`config.mk`:
```
export PLATFORM = sky130hd
export DESIGN_NAME = ibuf_fetch_writer
export DESIGN_NICKNAME = d
export VERILOG_FILES = /design/src/rtl/ibuf_fetch_writer.sv
export SDC_FILE = /design/constraint.sdc
export NUM_CORES = 1
export LEC_CHECK = 0
export BUFFER_PORTS_ARGS = -buffer_cell sky130_fd_sc_hd__buf_2
export CORE_ASPECT_RATIO = 0.6
export CORE_MARGIN = 2
export CORE_UTILIZATION = 27
export DETAILED_ROUTE_END_ITERATION = 16
export GPL_ROUTABILITY_DRIVEN = 0
export PLACE_DENSITY_LB_ADDON = 0.15
export SYNTH_ARGS = -nofsm -noshare
export SYNTH_HDL_FRONTEND = slang
export SYNTH_SLANG_ARGS = --single-unit
```
`constraint.sdc`:
```
create_clock -name iClk -period 6.3 [get_ports iClk]
set_input_delay 1.26 -clock iClk [delete_from_list [all_inputs] [get_ports iClk]]
set_output_delay 1.26 -clock iClk [all_outputs]
set_load 0.05 [all_outputs]
```
`src/rtl/ibuf_fetch_writer.sv`:
```
// Producer side of the instruction fetch RAM: issues 8-beat bus bursts at the
// fetch pointer and writes each returned word with per-byte 8086 predecode.
module ibuf_fetch_writer #(
  parameter int unsigned AW    = 20,
  parameter int unsigned BEATS = 8
) (
  input  logic          iClk,
  input  logic          iRst,
  input  logic          iReq,
  input  logic          iJumped,
  input  logic [AW-1:0] iJumpAdr,
  output logic          oRdReq,
  output logic [AW-1:0] oRdAdr,
  input  logic          iRdAck,
  input  logic          iRdValid,
  input  logic [63:0]   iRdData,
  output logic          oFWr,
  output logic [63:0]   oFData,
  output logic [23:0]   oFLen,
  output logic [23:0]   oFMod,
  output logic [1:0]    oMemIndex
);

  localparam int unsigned BW = $clog2(BEATS);

  localparam logic [1:0] S_IDLE = 2'd0;
  localparam logic [1:0] S_ADDR = 2'd1;
  localparam logic [1:0] S_DATA = 2'd2;

  logic [1:0]    r_state;
  logic [1:0]    w_state_nxt;
  logic [AW-1:0] r_fptr;
  logic [BW-1:0] r_beat;
  logic          r_stale;
  logic          r_idx_pend;
  logic [1:0]    r_idx;

  logic          w_accept;
  logic          w_last_beat;
  logic          w_beat_stale;
  logic [AW-1:0] w_jump_adr;
  logic [23:0]   w_len;
  logic [23:0]   w_mod;

  function automatic logic f_has_modrm(input logic [7:0] b);
    return ((b[7:6] == 2'b00) && !b[2]) ||
           (b[7:4] == 4'h8) ||
           (b[7:2] == 6'b1100_01) ||
           (b[7:2] == 6'b1101_00) ||
           (b[7:3] == 5'b1101_1) ||
           (b[7:1] == 7'b1111_011) ||
           (b[7:1] == 7'b1111_111);
  endfunction

  // Displacement bytes implied if this byte were a ModRM byte.
  function automatic logic [1:0] f_disp(input logic [7:0] b);
    logic [1:0] d;
    d = 2'd0;
    case (b[7:6])
      2'b01:   d = 2'd1;
      2'b10:   d = 2'd2;
      2'b00:   d = (b[2:0] == 3'b110) ? 2'd2 : 2'd0;
      default: d = 2'd0;
    endcase
    return d;
  endfunction

  function automatic logic [2:0] f_len(input logic [7:0] b);
    logic [2:0] l;
    l = f_has_modrm(b) ? 3'd2 : 3'd1;
    if ((b[7:6] == 2'b00) && (b[2:1] == 2'b10)) l = b[0] ? 3'd3 : 3'd2;
    if (b[7:1] == 7'b1010_100) l = b[0] ? 3'd3 : 3'd2;
    casez (b)
      8'h80, 8'h82, 8'h83, 8'hC6:              l = 3'd3;
      8'h81, 8'hC7:                            l = 3'd4;
      8'b0111_????, 8'b1110_0???, 8'hEB, 8'hCD: l = 3'd2;
      8'b1010_00??, 8'hE8, 8'hE9, 8'hC2, 8'hCA: l = 3'd3;
      8'h9A, 8'hEA:                            l = 3'd5;
      8'b1011_0???:                            l = 3'd2;
      8'b1011_1???:                            l = 3'd3;
      8'hD4, 8'hD5:                            l = 3'd2;
      default:                                 l = l;
    endcase
    return l;
  endfunction

  always_comb begin
    w_len = '0;
    w_mod = '0;
    for (int k = 0; k < 8; k++) begin
      w_len[3*k +: 3] = f_len(iRdData[8*k +: 8]);
      w_mod[3*k +: 3] = {f_has_modrm(iRdData[8*k +: 8]), f_disp(iRdData[8*k +: 8])};
    end
  end

  assign w_accept     = (r_state == S_DATA) && iRdValid;
  assign w_last_beat  = w_accept && (r_beat == BW'(BEATS - 1));
  assign w_beat_stale = r_stale || iJumped;
  assign w_jump_adr   = {iJumpAdr[AW-1:2], 2'b00};

  always_comb begin
    w_state_nxt = r_state;
    case (r_state)
      S_IDLE:  if (iReq)        w_state_nxt = S_ADDR;
      S_ADDR:  if (iRdAck)      w_state_nxt = S_DATA;
      S_DATA:  if (w_last_beat) w_state_nxt = S_IDLE;
      default:                  w_state_nxt = S_IDLE;
    endcase
  end

  always_ff @(posedge iClk or posedge iRst) begin
    if (iRst) r_state <= S_IDLE;
    else      r_state <= w_state_nxt;
  end

  // Bus request and burst beat counting.
  always_ff @(posedge iClk or posedge iRst) begin
    if (iRst) begin
      oRdReq <= 1'b0;
      oRdAdr <= '0;
      r_beat <= '0;
    end else begin
      if ((r_state == S_IDLE) && iReq) begin
        oRdReq <= 1'b1;
        oRdAdr <= iJumped ? w_jump_adr : r_fptr;
      end else if ((r_state == S_ADDR) && iRdAck) begin
        oRdReq <= 1'b0;
      end
      if ((r_state == S_ADDR) && iRdAck) r_beat <= '0;
      else if (w_accept)                r_beat <= r_beat + BW'(1);
    end
  end

  // Every accepted beat is written, stale or not; the consumer counts them.
  always_ff @(posedge iClk or posedge iRst) begin
    if (iRst) begin
      oFWr      <= 1'b0;
      oFData    <= '0;
      oFLen     <= '0;
      oFMod     <= '0;
      oMemIndex <= '0;
    end else begin
      oFWr      <= w_accept;
      oMemIndex <= '0;
      if (w_accept) begin
        oFData <= iRdData;
        oFLen  <= w_len;
        oFMod  <= w_mod;
        if (!w_beat_stale && r_idx_pend) oMemIndex <= r_idx;
      end
    end
  end

  // Fetch pointer follows jumps; beats fetched before a jump do not advance it.
  always_ff @(posedge iClk or posedge iRst) begin
    if (iRst) begin
      r_fptr     <= '0;
      r_idx      <= '0;
      r_idx_pend <= 1'b0;
      r_stale    <= 1'b0;
    end else begin
      if (iJumped) begin
        r_fptr     <= w_jump_adr;
        r_idx      <= iJumpAdr[1:0];
        r_idx_pend <= 1'b1;
      end else if (w_accept && !r_stale) begin
        r_fptr     <= r_fptr + AW'(8);
        r_idx_pend <= 1'b0;
      end
      if (w_last_beat)                      r_stale <= 1'b0;
      else if (iJumped && (r_state != S_IDLE)) r_stale <= 1'b1;
    end
  end

endmodule

```
==> results of run 1 <==
registers in the layout, indices dropped and copies added (netlist names), 2 cells and up:
signal / flops
oFLen: 24
r_beat: 3
r_idx: 2
r_state: 2
oFData: 64
r_fptr: 18
oFMod: 24
oRdAdr: 19
oMemIndex: 2
cells in the mapped netlist (all sizes together), types with 7 or more instances:
cell / instances
a31oi: 36
buf: 41
or3: 13
o31ai: 16
mux2: 7
nor2: 59
o22ai: 11
nor3: 26
dfrtp: 162
nor2b: 28
or2: 7
nand4: 14
o21ai: 72
nand4b: 8
a21oi: 37
nor3b: 13
a2111oi: 8
nand3b: 13
clkbuf: 52
and3b: 7
mux2i: 13
and3: 11
and2: 8
nand3: 21
nand2b: 20
nand2: 264
inv: 29
a211oi: 12
or3b: 12
area by class of cell:
cell class	count	area, µm²
clock buffer	18	439
clock inverter	14	143
fill	3781	23400
inverter	30	123
multi-input combinational	854	4950
sequential	162	4050
tap	467	584
timing repair buffer	227	1150
power by group:
| group | switching, mW | internal, mW |
|---|---|---|
| Combinational | 2.05 | 0.573 |
| Clock | 0.502 | 0.568 |
| Sequential | 0.244 | 1.44 |
worst paths after layout:
check / startpoint / end / cells past startpoint
max in group asynchronous: iRst / oFLen[9] / 3
min: oFData[4] / oFData[4] / 2
min in group asynchronous: iRst / oFLen[6] / 2
max reg2reg: r_state[1] / oFLen[3] / 6
max: iRdValid / oFLen[3] / 6
min reg2reg: oFData[4] / oFData[4] / 2
kinds of logic (layout without fill, tap and decap cells):
group                    Yosys count  in the layout  share of synthesized area [%]
flip-flops                       162            162                           42.6
AND/OR/NAND/NOR                  553            553                           29.6
AO/OA/AOI/OAI                    269            269                           18.9
XOR/XNOR                           9              9                          0.828
adder cells (fa/ha/maj)            3              3                          0.394
buffers and inverters            123            289                           5.48
multiplexers                      20             20                           2.19
metrics by stage:
step           utilization, %  power, mW  worst slack [ps]
6_report                 32.8       5.37              2760
5_1_grt                  32.8       5.70              2520
4_1_cts                  32.8       5.45              2730
3_5_place_dp             31.1       4.35              2240
3_3_place_gp             31.1       4.33              2230
2_1_floorplan               -       3.64               663
per-layer routing:
layer	global-route usage [%]	wire (µm)	up-vias
met5	0	0	-
met1	25.1	15800	4295
met2	23.6	13100	215
met4	4.49	371	0
li1	-	-	4371
met3	3.93	1540	20
worst min-delay path, delay by kind of cell, from the launching register on:
family	cells	cell delay [ps]
DFF	1	340
and+or+nand+nor	2	100
==> flow_summary.toml, run 1 <==
[global_route]
grt_max_degree = 88
grt_pass1_wl_mm = 47.8
antenna_found_initial = 0
grt_overflow = 0
track_usage_pct = 16.7
grt_pass1_vias = 8126

[setup_path]
cp.required_ps = 6640
critPathMaxStageDelay_ps = 810
crit_chain = "buf_2, nand2_4, clkinv_4, or2_2, and3_1, a32o_1"
critical_path_buf_inv_count = 2
crit_path_top_delay_cell = "clkinv_4"
crit_family = "simple AND/OR/NAND/NOR gates"
worstPathArrival_ps = 3880
crit_type = "input port to register"
cp_max_fo = 87
end_kind = "register"
ff2ff_setup_slack_ps = 3010
start_kind = "input port"

[yosys]
yosys.area.top_type = "dfrtp_1"
yosys-top-cells-area = "dfrtp_1, nand2_1, o21ai_0"
synth_edf_count = 0
synth_cell_types = 90
ys.flop_type = "dfrtp_1"
ys_warn_count = 0
syn_area_um2 = 9520
async_reset_ff_share_pct = 100
ys_seq_area_share_pct = 42.6
synth_nets = 1232
yosysTopAreaCellShare_pct = 42.6
synth_cells = 1139
yosys_register_bits = 162
syn_area_per_cell_um2 = 8.36

[clock_tree]
cts_buffer_depth = 2
tritoncts = "done"
postCtsResizedCells = 0
clk_pin_slew_ps = 70
cts_root_buffer = "clkbuf_16"
clock_latency_ps = 450
cts_setup_buffers = 0
cts-buffers-inserted = 17
htreeDepth = 4
cts.sinks = 162
ctsHoldBuffers = 0

[route]
vias = 8901
via_per_inst = 5.02
drc = 0
drtIter0Drc = 649
wl_per_cell_um = 17.4
routed_wl_mm = 30.9
drt_pass1_iterations = 5
antenna_left = 0

[timing]
relSlewSlack_pct = 40.0
maxSlewViolCount = 0
setup_viol = 0
worst_hold_slack_ps = 470
fmax_mhz = 282
finClkSkew_ps = 14.4
grt_setup_unrepaired = "no"
fin_crit_sh_pct = 56.2
worst_slew_pin_slew_ps = 900
setup_tns_ps = 0
finalHoldViolCount = 0
fin_crit_ps = 3540

[outcome]
status = "complete, no violations"

[placement]
port_buffers = 225
dpl.cell_count = 1740
placed_area_um2 = 10900
place_hpwl_mm = 21.4

[die]
core_area_um2 = 34900
ioPinCount = 226
fp.dieW_um = 246
rows = 53
die_h_um = 149
dieArea_um2 = 36800
initial_core_util_pct = 27.3

[cells_and_area]
fin_cells = 1772
fin_area_um2 = 11400
drive_gt1_share_pct = 23.1
layout_commonest_cell = "nand2_1"
area.growth.synth_to_final_pct = 20.2
layout.nets = 1385
final_cell_mix = "nand2_1, buf_2, dfrtp_1, o21ai_0, nor2_1"
antenna_cells = 0

[power]
power_density_nw_per_um2 = 469
ir_drop_v = 0.000259
p_leak_nw = 5.27

[job]
max_cap_viol_count = 0

[hold_path]
hp-class = "register to register"
No activity file was read; power rests on OpenSTA's default activity.
==> run 2: changes to the inputs <==
==> constraint.sdc (replaced) <==
create_clock -name iClk -period 3 [get_ports iClk]
set_input_delay 0.6 -clock iClk [delete_from_list [all_inputs] [get_ports iClk]]
set_output_delay 0.6 -clock iClk [all_outputs]
set_load 0.05 [all_outputs]
==> run 2 against run 1 <==
Net effect: global-route usage increased by 0.20 points; combinational power increased by 110%; worst hold slack got worse by 390 ps; sequential share of layout area decreased by 0.61 points; clock skew decreased by 7.6 ps; critical path type is now register to register; critical endpoint is now oFLen[16]; largest cell class unchanged; highest routed layer unchanged.
==> flow_summary.toml, run 2 (synthesis results as in run 1) <==
[outcome]
status = "complete, no violations"

[cells_and_area]
layout_commonest_cell = "nand2_1"
area.growth.synth_to_final_pct = 22.3
fin_cells = 1785
drive_gt1_share_pct = 23.5
final_cell_mix = "nand2_1, buf_2, dfrtp_1, o21ai_0, nor2_1"
largest_registers = "oFData: 64 flops, oFLen: 24 flops, oFMod: 24 flops"
regMostFlops = "oFData"
layout.nets = 1397
fillCellCount = 3752
largest_reg_flops = 64

[hold_path]
hp-class = "input port to asynchronous set/reset pin"

[clock_tree]
cts_root_buffer = "clkbuf_16"
postCtsResizedCells = 0
cts_buffer_depth = 2
clk_pin_slew_ps = 70
tritoncts = "done"
cts_setup_buffers = 0
cts-buffers-inserted = 17
ctsHoldBuffers = 0
cts.sinks = 162
clock_latency_ps = 440
htreeDepth = 4

[global_route]
antenna_found_initial = 2
grt_overflow = 0
grt_pass1_wl_mm = 48.5
grt_pass1_vias = 8233
grt_max_degree = 68
track_usage_pct = 16.9

[setup_path]
cp_num_cells = 7
crit_path_top_delay_cell = "dfrtp_1"
worstPathArrival_ps = 2650
cp_max_fo = 25
cp.required_ps = 3330
critPathMaxStageDelay_ps = 550
crit_chain = "nor2b_4, nand2_4, clkinv_4, o21ai_2, a211o_1, or4_4, o22a_1"
critical_path_buf_inv_count = 1
crit_family = "simple AND/OR/NAND/NOR gates"
start_kind = "register"
worst_r2r_path_depth = 7
crit_type = "register to register"
end_kind = "register"

[placement]
port_buffers = 225
place_hpwl_mm = 22.4
dpl.cell_count = 1752

[die]
ioPinCount = 226
dieArea_um2 = 36800
die_h_um = 149
fp.dieW_um = 246
core_area_um2 = 34900
rows = 53
initial_core_util_pct = 27.3

[route]
drtIter0Drc = 832
drt_pass1_iterations = 5
antenna_left = 0
drc = 0
via_per_inst = 5.05
vias = 9017
wl_per_cell_um = 17.5
routed_wl_mm = 31.2

[timing]
finalHoldViolCount = 0
fin_crit_sh_pct = 77.1
fin_crit_ps = 2310
relSlewSlack_pct = 23.1
finClkSkew_ps = 6.77
maxSlewViolCount = 0
setup_tns_ps = 0
grt_setup_unrepaired = "no"
worst_slew_pin_slew_ps = 1120
fmax_mhz = 432
setup_viol = 0

[power]
power_density_nw_per_um2 = 994
p_leak_nw = 5.36
ir_drop_v = 0.000494

[job]
max_cap_viol_count = 0
==> run 2: changes by cell type in the layout (fill, tap and decap cells not counted), sizes merged <==
| cell | change |
|---|---|
| clkinv | -1 |
| buf | +12 |
| inv | -7 |
| bufinv | +4 |
| diode | +1 |
| clkinvlp | +2 |
| clkbuf | +2 |
==> run 2: per-layer routing <==
layer,GRT usage [%],vias up,share of wire (%)
li1,-,4382,-
met4,4.34,0,1.2
met1,26.0,4370,52
met2,23.6,242,42
met3,3.57,23,4.9
met5,0,-,0
==> run 2: stage by stage <==
step / power (mW) / cell area, µm² / hold slack, ps / setup slack (ps) / utilization, %
CTS: 11.7 / 11600 / 51.1 / 661 / 33.4
floorplan: 7.64 / 9530 / 472 / 343 / -
global route: 12.2 / 11600 / 57.3 / 534 / 33.4
detailed placement: 9.18 / 11000 / 457 / 464 / 31.5
global placement: 9.15 / 11000 / 455 / 503 / 31.5
finish: 11.6 / 11600 / 77.7 / 688 / 33.4
==> run 2: final cells by class <==
cell class / instances / area [µm²] / area share [%]
multi-input cells: 854 / 4950 / 42.5
flip-flops and latches: 162 / 4050 / 34.8
repair buffers: 239 / 1290 / 11.1
well taps: 467 / 584 / 5.02
clock buffers: 20 / 437 / 3.75
clock inverters: 12 / 204 / 1.75
inverters: 30 / 121 / 1.04
diodes: 1 / 2.50 / 0.0215
==> run 2: worst reg2reg max path, stage by stage, from the launching register on <==
cell and delay [ps]:
dfrtp_1 550, nor2b_4 260, nand2_4 170, clkinv_4 250, o21ai_2 90, a211o_1 270, or4_4 430, o22a_1 190
==> run 2: worst paths after layout <==
path | slack [ps] | start | to
setup / recovery | 690 | r_state[1] | oFLen[16]
hold / removal | 80 | iRst | oRdReq
setup reg to reg | 690 | r_state[1] | oFLen[16]
hold reg to reg | 470 | oFData[11] | oFData[11]
max in group asynchronous | 2170 | iRst | oFData[56]
min in group iClk | 390 | iJumpAdr[0] | r_idx[0]
==> run 2: power breakdown <==
part / internal [mW] / switching, mW / total [mW]
combinational: 1.24 / 4.32 / 5.56
sequential: 3.02 / 0.500 / 3.52
clock: 1.48 / 1.01 / 2.49
total: 5.75 / 5.82 / 11.6
